**src/rtl/flappy_pixel_renderer.sv**
```systemverilog
`default_nettype none
// ============================================================================
// Module   : flappy_pixel_renderer
// Brief    : Two-stage pipelined pixel colouriser for pipes, bird and background.
//            Also accumulates a per-frame bird collision flag.
// Revision : 1.0 - initial release
// ============================================================================
module flappy_pixel_renderer #(
    parameter int          NUM_PIPES   = 2,
    parameter int          PIPE_HALF_W = 50,
    parameter int          GAP_H       = 150,
    parameter int          BIRD_HALF   = 10,
    parameter int          FLOOR_Y     = 475,
    parameter logic [11:0] BG_COLOR    = 12'hF00,
    parameter logic [11:0] PIPE_COLOR  = 12'h0F0,
    parameter logic [11:0] BIRD_COLOR  = 12'hFFF,
    parameter logic [11:0] HIT_COLOR   = 12'hFF0
) (
    input  logic                      clk,
    input  logic                      reset,
    input  logic                      bright,
    input  logic [9:0]                hCount,
    input  logic [9:0]                vCount,
    input  logic [9:0]                BirdX,
    input  logic [9:0]                BirdY,
    input  logic [10*NUM_PIPES-1:0]   PipeX,
    input  logic [10*NUM_PIPES-1:0]   PipeY,
    output logic [11:0]               rgb,
    output logic                      collision,
    output logic                      collision_pulse
);

    localparam logic [10:0] c_PIPE_HALF_W = 11'(PIPE_HALF_W);
    localparam logic [10:0] c_GAP_H       = 11'(GAP_H);
    localparam logic [10:0] c_BIRD_HALF   = 11'(BIRD_HALF);
    localparam logic [10:0] c_FLOOR_Y     = 11'(FLOOR_Y);

    // Lower bound of a centred span, clamped at zero instead of wrapping.
    function automatic logic [10:0] lo_bound(input logic [9:0] c, input logic [10:0] half);
        return ({1'b0, c} >= half) ? ({1'b0, c} - half) : 11'd0;
    endfunction

    logic [10:0] w_h;
    logic [10:0] w_v;
    assign w_h = {1'b0, hCount};
    assign w_v = {1'b0, vCount};

    logic [NUM_PIPES-1:0] w_pipe_vec;

    for (genvar gi = 0; gi < NUM_PIPES; gi++) begin : g_pipe
        logic [9:0]  w_px;
        logic [9:0]  w_py;
        logic [10:0] w_xlo;
        logic [10:0] w_xhi;
        logic [10:0] w_gap_end;
        logic        w_in_x;
        logic        w_in_y;

        assign w_px      = PipeX[10*gi +: 10];
        assign w_py      = PipeY[10*gi +: 10];
        assign w_xlo     = lo_bound(w_px, c_PIPE_HALF_W);
        assign w_xhi     = {1'b0, w_px} + c_PIPE_HALF_W;
        assign w_gap_end = {1'b0, w_py} + c_GAP_H;
        assign w_in_x    = (w_h >= w_xlo) && (w_h <= w_xhi);
        assign w_in_y    = (w_v <= {1'b0, w_py}) || (w_v >= w_gap_end);
        assign w_pipe_vec[gi] = w_in_x && w_in_y;
    end

    logic [10:0] w_bxlo;
    logic [10:0] w_bxhi;
    logic [10:0] w_bylo;
    logic [10:0] w_byhi;
    logic        w_pipe_hit;
    logic        w_bird_hit;
    logic        w_floor_hit;
    logic        w_sof;

    assign w_bxlo      = lo_bound(BirdX, c_BIRD_HALF);
    assign w_bxhi      = {1'b0, BirdX} + c_BIRD_HALF;
    assign w_bylo      = lo_bound(BirdY, c_BIRD_HALF);
    assign w_byhi      = {1'b0, BirdY} + c_BIRD_HALF;
    assign w_pipe_hit  = |w_pipe_vec;
    assign w_bird_hit  = (w_h >= w_bxlo) && (w_h <= w_bxhi) &&
                         (w_v >= w_bylo) && (w_v <= w_byhi);
    assign w_floor_hit = w_bird_hit && (w_v >= c_FLOOR_Y);
    assign w_sof       = (hCount == 10'd0) && (vCount == 10'd0);

    logic r_pipe_hit;
    logic r_bird_hit;
    logic r_floor_hit;
    logic r_bright_d;
    logic r_sof_d;

    always_ff @(posedge clk) begin
        if (reset) begin
            r_pipe_hit  <= 1'b0;
            r_bird_hit  <= 1'b0;
            r_floor_hit <= 1'b0;
            r_bright_d  <= 1'b0;
            r_sof_d     <= 1'b0;
        end else begin
            r_pipe_hit  <= w_pipe_hit;
            r_bird_hit  <= w_bird_hit;
            r_floor_hit <= w_floor_hit;
            r_bright_d  <= bright;
            r_sof_d     <= w_sof;
        end
    end

    logic w_frame_hit;
    logic r_acc;

    // Blanked pixels never count, even when the geometry overlaps.
    assign w_frame_hit = r_bright_d && ((r_bird_hit && r_pipe_hit) || r_floor_hit);

    always_ff @(posedge clk) begin
        if (reset) begin
            rgb             <= 12'h000;
            r_acc           <= 1'b0;
            collision       <= 1'b0;
            collision_pulse <= 1'b0;
        end else begin
            if (!r_bright_d)
                rgb <= 12'h000;
            else if (r_pipe_hit)
                rgb <= PIPE_COLOR;
            else if (r_bird_hit)
                rgb <= collision ? HIT_COLOR : BIRD_COLOR;
            else
                rgb <= BG_COLOR;

            // The SOF pixel's own hit is the first contribution to the new frame.
            if (r_sof_d) begin
                collision       <= r_acc;
                collision_pulse <= r_acc && !collision;
                r_acc           <= w_frame_hit;
            end else begin
                collision_pulse <= 1'b0;
                r_acc           <= r_acc | w_frame_hit;
            end
        end
    end

endmodule
`default_nettype wire

```
**config.mk**
```make
export PLATFORM = sky130hd
export DESIGN_NAME = flappy_pixel_renderer
export DESIGN_NICKNAME = d
export VERILOG_FILES = /design/src/rtl/flappy_pixel_renderer.sv
export SDC_FILE = /design/constraint.sdc
export NUM_CORES = 1
export LEC_CHECK = 0
export CAP_MARGIN = 30
export CORE_UTILIZATION = 49
export CTS_BUF_LIST = sky130_fd_sc_hd__clkbuf_16
export DETAILED_ROUTE_END_ITERATION = 10
export GPL_ROUTABILITY_DRIVEN = 0
export PLACE_DENSITY = 0.79
export SYNTH_ARGS = -nofsm -noshare
export SYNTH_HDL_FRONTEND = slang
export SYNTH_SLANG_ARGS = --single-unit
```
**constraint.sdc**
```tcl
create_clock -name clk -period 4.2 [get_ports clk]
set_clock_uncertainty 0.15 [all_clocks]
set_input_delay 0.42 -clock clk [delete_from_list [all_inputs] [get_ports clk]]
set_output_delay 0.42 -clock clk [all_outputs]
set_load 0.03 [all_outputs]
```
==> results of run 1 <==
## kinds of logic after synthesis
logic type | count (synthesis) | synth area share, %
buf+inv | 63 | 6.23
xor+xnor | 65 | 12.1
flops | 11 | 4.69
mux | 1 | 0.213
compound gates | 134 | 18.2
simple gates | 222 | 24.5
fa+ha+maj | 128 | 34.1
## metrics by stage
step	util (%)	power, mW
after floorplan	-	0.509
after global placement	61.2	0.696
after detailed placement	61.2	0.731
after CTS	62.1	0.903
after global routing	62.1	0.993
final	62.1	0.905
## placed cells by master (no fill, tap or decap), drive strengths merged, types with 9 or more instances in the layout
master / n
nor3: 19
ha: 128
o21ai: 31
xor2: 38
nand3: 20
inv: 38
a211oi: 10
clkdlybuf4s50: 96
nand2b: 13
dfxtp: 11
xnor2: 27
nand2: 67
nor4: 9
a21oi: 39
nand4: 14
nor2b: 13
nor2: 31
## flip-flops by register name, indices dropped and copies added (netlist names)
name	count
r_acc	1
collision	1
r_bright_d	1
collision_pulse	1
r_sof_d	1
r_bird_hit	1
rgb	3
r_pipe_hit	1
r_floor_hit	1
## power by group through the flow
stage | Sequential [mW] | Combinational [mW] | Clock (mW)
after floorplan | 0.115 | 0.394 | 0
after global placement | 0.114 | 0.582 | 0
after detailed placement | 0.114 | 0.616 | 0
after CTS | 0.113 | 0.621 | 0.169
after global routing | 0.113 | 0.703 | 0.177
final | 0.113 | 0.623 | 0.169
## layer usage
layer | vias to the layer above | wire [um]
li1 | 2425 | -
met2 | 132 | 6470
met5 | - | 0
met4 | 0 | 276
met3 | 31 | 513
met1 | 2259 | 5430
## how the worst max path moves through the flow
stage               cells after the start          end
finish                                 14   r_pipe_hit
global placement                       14   r_pipe_hit
detailed placement                     14   r_pipe_hit
floorplan                              14   r_pipe_hit
global route                           11  r_floor_hit
CTS                                    14   r_pipe_hit
## area by class of cell
type | count | share of cell area [%]
Tap cell | 129 | 2.80
Clock buffer | 3 | 1.30
Timing Repair Buffer | 98 | 16.9
Clock inverter | 1 | 0.0651
Inverter | 37 | 2.41
Multi-Input combinational cell | 550 | 72.7
Sequential cell | 11 | 3.82
==> results.py, run 1 <==
metrics = {
    "critical_path": {
        "cp_slowest_stage_delay_ps": 500,
        "critical-path-top-delay-family": "simple AND/OR/NAND/NOR gates",
        "arrival_ps": 3740,
        "reg2reg_slack_ps": 3200,
        "startpoint": "PipeX[11]",
        "cell_chain_of_the_critical_path": "clkdlybuf4s50_1, inv_1, ha_1, a21oi_1, or4_1, or3_1, and2_1, ha_1, nand2b_1, a21o_1, a21oi_1, o31ai_1, o311a_1, a32o_1",
        "criticalPathCategory": "in2reg",
        "worstPathRequired_ps": 4170,
        "rr_startpoint": "r_pipe_hit",
        "cpMaxStageDelayCell": "clkdlybuf4s50_1",
        "cp-start-kind": "primary input",
        "worst-r2r-cell-count": 3,
        "cp_max_fo": 9,
        "setup.worst_path.end_class": "flop",
        "timing.rr.end": "r_acc",
        "crit_buf_inv": 2,
    },
    "sta": {
        "fmaxAchievable_mhz": 265,
        "timing.setup.tns_ps": 0,
        "finalSetupViolations": 0,
        "timing.hold.ws_ps": 329,
        "period_share_pct": 89.8,
        "setup_repair_after_global_routing_missed_its_margin": "false",
        "timing.final.hold_violations": 0,
        "max_slew_margin_pct": 59.3,
        "crit_path_setup_slack_layout_ps": 428,
        "final-max-slew-violation-count": 0,
        "final.min_clock_period_ps": 3770,
        "tightestPinTransition_ps": 595,
    },
    "synth": {
        "syn_inst": 624,
        "synth.top_cells.by_area": "ha_1 (34%), xor2_1 (7.1%), nand2_1 (5.3%)",
        "synth_top_flop_cell": "dfxtp_1",
        "yosysMostFrequentCell": "ha_1",
        "synth_edf_count": 0,
        "synth_top_cell_by_area": "ha_1",
        "synthesized_nets": 835,
        "syn-mean-instance-area_sq_um": 7.53,
        "netlist.area_leader.share_pct": 34.1,
        "synth_common_cells": "ha_1 (128), nand2_1 (66), a21oi_1 (39)",
        "synth_sequential_area_ratio_pct": 4.69,
        "flip_flop_and_latch_count_after_synthesis": 11,
        "ys.warnings.count": 0,
        "netlist-cell-type-count": 59,
        "synth_async_sr_flop_share_pct": 0,
        "netlist_area_sq_mm": 0.00470,
    },
    "pwr": {
        "power.clock.fraction_pct": 18.7,
        "static-leakage-power_nw": 2.62,
        "comb_power_share_pct": 68.8,
        "pwr-share-seq_pct": 12.5,
        "power.density_mw_per_mm2": 157,
        "power_dissipated_by_switching_net_loads_mw": 0.379,
        "vdd_ir_drop_max_mv": 0.117,
        "switching_share_pct": 41.9,
        "internal_power_mw": 0.526,
    },
    "die": {
        "placementRows": 35,
        "floorplan.die_area_sq_mm": 0.00999,
        "fp.coreArea_sq_mm": 0.00928,
        "die_h_um": 99.9,
        "initial_core_utilization_pct": 50.6,
        "pin_count": 97,
        "die_width_um": 99.9,
    },
    "layout": {
        "multi_input_area_sq_mm": 0.00419,
        "area.sequential_sq_um": 220,
        "syn2layout_area_growth_pct": 22.6,
        "final_net_count": 912,
        "n_antenna_cell": 0,
        "final_area_sq_mm": 0.00576,
        "layoutNonFillerInstCount": 829,
        "drive_above_1_share_pct": 2.00,
        "fillers": 868,
    },
    "global_route": {
        "globalRoute.totalOverflow": 0,
        "groute.layer.met3.usage_pct": 2.23,
        "grt_first_pass_wirelength_um": 21000,
        "first_global_vias": 4837,
        "groute.usage.overall_pct": 25.5,
        "grt_start_max_net_pins": 11,
        "gr-max-usage-layer": "met2",
        "met2_usage_pct": 49.9,
        "antenna_violations_before_repair": 0,
        "grt_use_met1_pct": 29.1,
    },
    "clock_network": {
        "clkLatencyLatePin_ps": 230,
        "numCtsBuffers": 3,
        "cts_tree": "yes",
        "post_cts_clock_slew_at_the_launch_and_capture_registers_of_the_worst_setup_and_hold_paths_ps": 40,
        "postCtsResizedCells": 0,
        "cts-htree-levels": 1,
        "cts_setup_buffers": 0,
        "cts-hold-fix-buffers": 0,
        "ctsLongestPathBuffers": 2,
        "cts.sinks": 11,
        "clock-root-buffer": "clkbuf_16",
    },
    "hold_path": {
        "worstHoldPathCells": 1,
        "min_delay_worst_endpoint": "rgb[10]",
        "hold_class": "reg2reg",
        "hp-start": "r_pipe_hit",
    },
    "flow_run": {
        "drv.max_cap_violation_count": 0,
    },
    "routing": {
        "dr_total_vias": 4847,
        "drt.antenna.violating_nets": 0,
        "drt_wl_total_um": 12700,
        "post_drt_via_cell_ratio": 5.85,
        "initialDrtViolationCount": 132,
        "drc": 0,
        "avgRoutedWirePerCell_um": 15.3,
        "first_pass_iters": 4,
    },
    "outcome": {
        "status": "complete, no violations",
    },
    "place": {
        "detailed_place.area_sq_mm": 0.00568,
        "preCtsSetupSlack_ps": 227,
        "place_inst": 825,
        "port-buffer-count": 96,
        "post-dp-hpwl_um": 10600,
    },
}
Note: power is estimated with default switching activity, not from simulation.
==> run 2, diff against run 1 <==
Settings changed: SKIP_LAST_GASP from default to 1.
==> results of run 2 <==
Same layout as run 1: the final DEF is identical, and so are final timing and power.
==> run 3, diff against run 2 <==
Settings changed: MAX_ROUTING_LAYER from default to met4.
Clock period 4.2 ns to 4.5 ns, I/O delays scaled along.
==> run 3 against run 2 <==
Against the previous run: global-route usage grew 0.86 points; total power decreased by 7.3%; non-clock buffer count shrank 2; critical path type unchanged; wire length is 0.47% lower; setup slack better by 290 ps; utilization decreased by 0.16 points.
==> results.py, run 3 (same netlist as run 1, synthesis figures left out) <==
metrics = {
    "sta": {
        "timing.setup.tns_ps": 0,
        "final-max-slew-violation-count": 0,
        "tightestPinTransition_ps": 532,
        "setup_repair_after_global_routing_missed_its_margin": "false",
        "timing.final.hold_violations": 0,
        "final.min_clock_period_ps": 3790,
        "fmaxAchievable_mhz": 264,
        "period_share_pct": 84.1,
        "max_slew_margin_pct": 63.7,
        "finalSetupViolations": 0,
    },
    "routing": {
        "drt.antenna.violating_nets": 0,
        "drc": 0,
        "initialDrtViolationCount": 151,
        "post_drt_via_cell_ratio": 5.81,
        "first_pass_iters": 4,
        "dr_total_vias": 4807,
        "drt_wl_total_um": 12600,
        "avgRoutedWirePerCell_um": 15.3,
    },
    "global_route": {
        "first_global_vias": 4769,
        "globalRoute.totalOverflow": 0,
        "groute.usage.overall_pct": 26.3,
        "antenna_violations_before_repair": 0,
        "grt_start_max_net_pins": 11,
        "grt_first_pass_wirelength_um": 21000,
    },
    "die": {
        "floorplan.die_area_sq_mm": 0.00999,
        "die_h_um": 99.9,
        "placementRows": 35,
        "initial_core_utilization_pct": 50.6,
        "pin_count": 97,
        "fp.coreArea_sq_mm": 0.00928,
        "die_width_um": 99.9,
    },
    "critical_path": {
        "cp_slowest_stage_delay_ps": 490,
        "rr_startpoint": "r_pipe_hit",
        "cpMaxStageDelayCell": "clkdlybuf4s50_1",
        "arrival_ps": 3760,
        "cell_chain_of_the_critical_path": "clkdlybuf4s50_1, inv_1, ha_1, a21oi_1, or4_1, or3_1, and2_1, ha_1, nand2b_1, a21o_1, a21oi_1, o31ai_1, o311a_1, a32o_1",
        "timing.rr.end": "r_acc",
        "worst-r2r-cell-count": 3,
        "reg2reg_slack_ps": 3530,
        "timing.critical_path.to": "r_pipe_hit",
        "critical-path-top-delay-family": "simple AND/OR/NAND/NOR gates",
        "criticalPathCategory": "in2reg",
        "startpoint": "PipeX[11]",
        "crit_buf_inv": 2,
        "worstPathRequired_ps": 4470,
        "setup.worst_path.end_class": "flop",
        "cp_max_fo": 9,
        "cp-start-kind": "primary input",
        "critical_path_cell_count": 14,
    },
    "layout": {
        "drive_above_1_share_pct": 1.72,
        "fillers": 850,
        "syn2layout_area_growth_pct": 22.3,
        "mostFrequentLayoutCell": "ha_1",
        "layoutNonFillerInstCount": 827,
        "final_net_count": 910,
        "commonest_cells_after_routing_fill_and_taps_aside": "ha_1 (128), clkdlybuf4s50_1 (96), nand2_1 (66)",
        "most_flop_heavy_register": "rgb",
        "largest_reg_flops": 3,
        "n_antenna_cell": 0,
    },
    "pwr": {
        "power_dissipated_by_switching_net_loads_mw": 0.350,
        "power.clock.fraction_pct": 18.6,
        "comb_power_share_pct": 68.9,
        "fin_total_pwr_mw": 0.839,
        "power.density_mw_per_mm2": 146,
        "static-leakage-power_nw": 2.61,
        "switching_share_pct": 41.7,
        "pwr-share-seq_pct": 12.5,
        "internal_power_mw": 0.489,
        "vdd_ir_drop_max_mv": 0.0995,
    },
    "clock_network": {
        "cts-hold-fix-buffers": 0,
        "clock-root-buffer": "clkbuf_16",
        "cts-htree-levels": 1,
        "cts_setup_buffers": 0,
        "cts.sinks": 11,
        "postCtsResizedCells": 0,
        "post_cts_clock_slew_at_the_launch_and_capture_registers_of_the_worst_setup_and_hold_paths_ps": 40,
        "clkLatencyLatePin_ps": 230,
        "ctsLongestPathBuffers": 2,
        "cts_tree": "yes",
        "numCtsBuffers": 3,
    },
    "place": {
        "post-dp-hpwl_um": 10500,
        "place_inst": 823,
        "port-buffer-count": 96,
    },
    "flow_run": {
        "drv.max_cap_violation_count": 0,
    },
    "outcome": {
        "status": "complete, no violations",
    },
    "hold_path": {
        "hold_class": "reg2reg",
    },
}
-- run 3: worst reg2reg max path, cell delays in order, from the launching register on --
cell     delay [ps]
dfxtp_1         330
a21o_1          180
a21oi_1         130
nor2_1           50
-- run 3: worst min-delay path by stage --
stage,from,end,cells after the start
after CTS,r_pipe_hit,rgb[10],1
after global placement,r_pipe_hit,rgb[10],1
final,r_pipe_hit,rgb[10],1
after floorplan,r_pipe_hit,rgb[10],1
after detailed placement,r_pipe_hit,rgb[10],1
after global routing,r_pipe_hit,rgb[10],1
-- run 3: power groups by stage --
stage | sequential (mW) | clock (mW) | combinational (mW)
after global placement | 0.107 | 0 | 0.542
after floorplan | 0.107 | 0 | 0.367
after CTS | 0.105 | 0.159 | 0.577
after detailed placement | 0.107 | 0 | 0.573
final | 0.105 | 0.156 | 0.578
after global routing | 0.106 | 0.164 | 0.653
-- run 3: per-stage QoR --
step,utilization (%),setup WS (ps),hold WS (ps),area (sq um)
global placement,61.1,635,300,5670
CTS,61.9,721,313,5750
detailed placement,61.1,480,296,5670
floorplan,-,1280,276,4700
finish,61.9,714,311,5750
global route,61.9,487,344,5750
-- run 3: final cells by class --
| class | instances | area, sq um | share of cell area, % |
|---|---|---|---|
| timing repair buffer | 96 | 961 | 16.7 |
| clock buffer | 3 | 75.1 | 1.31 |
| sequential | 11 | 220 | 3.83 |
| tap | 129 | 161 | 2.81 |
| multi-input combinational | 550 | 4190 | 72.9 |
| inverter | 37 | 139 | 2.42 |
| clock inverter | 1 | 3.75 | 0.0653 |
-- run 3: per-layer routing --
layer | wire [um] | up-vias | track usage, %
li1 | - | 2426 | -
met1 | 5380 | 2239 | 29.0
met2 | 6500 | 121 | 50.5
met3 | 534 | 21 | 1.81
met4 | 219 | 0 | 7.58
met5 | 0 | - | -
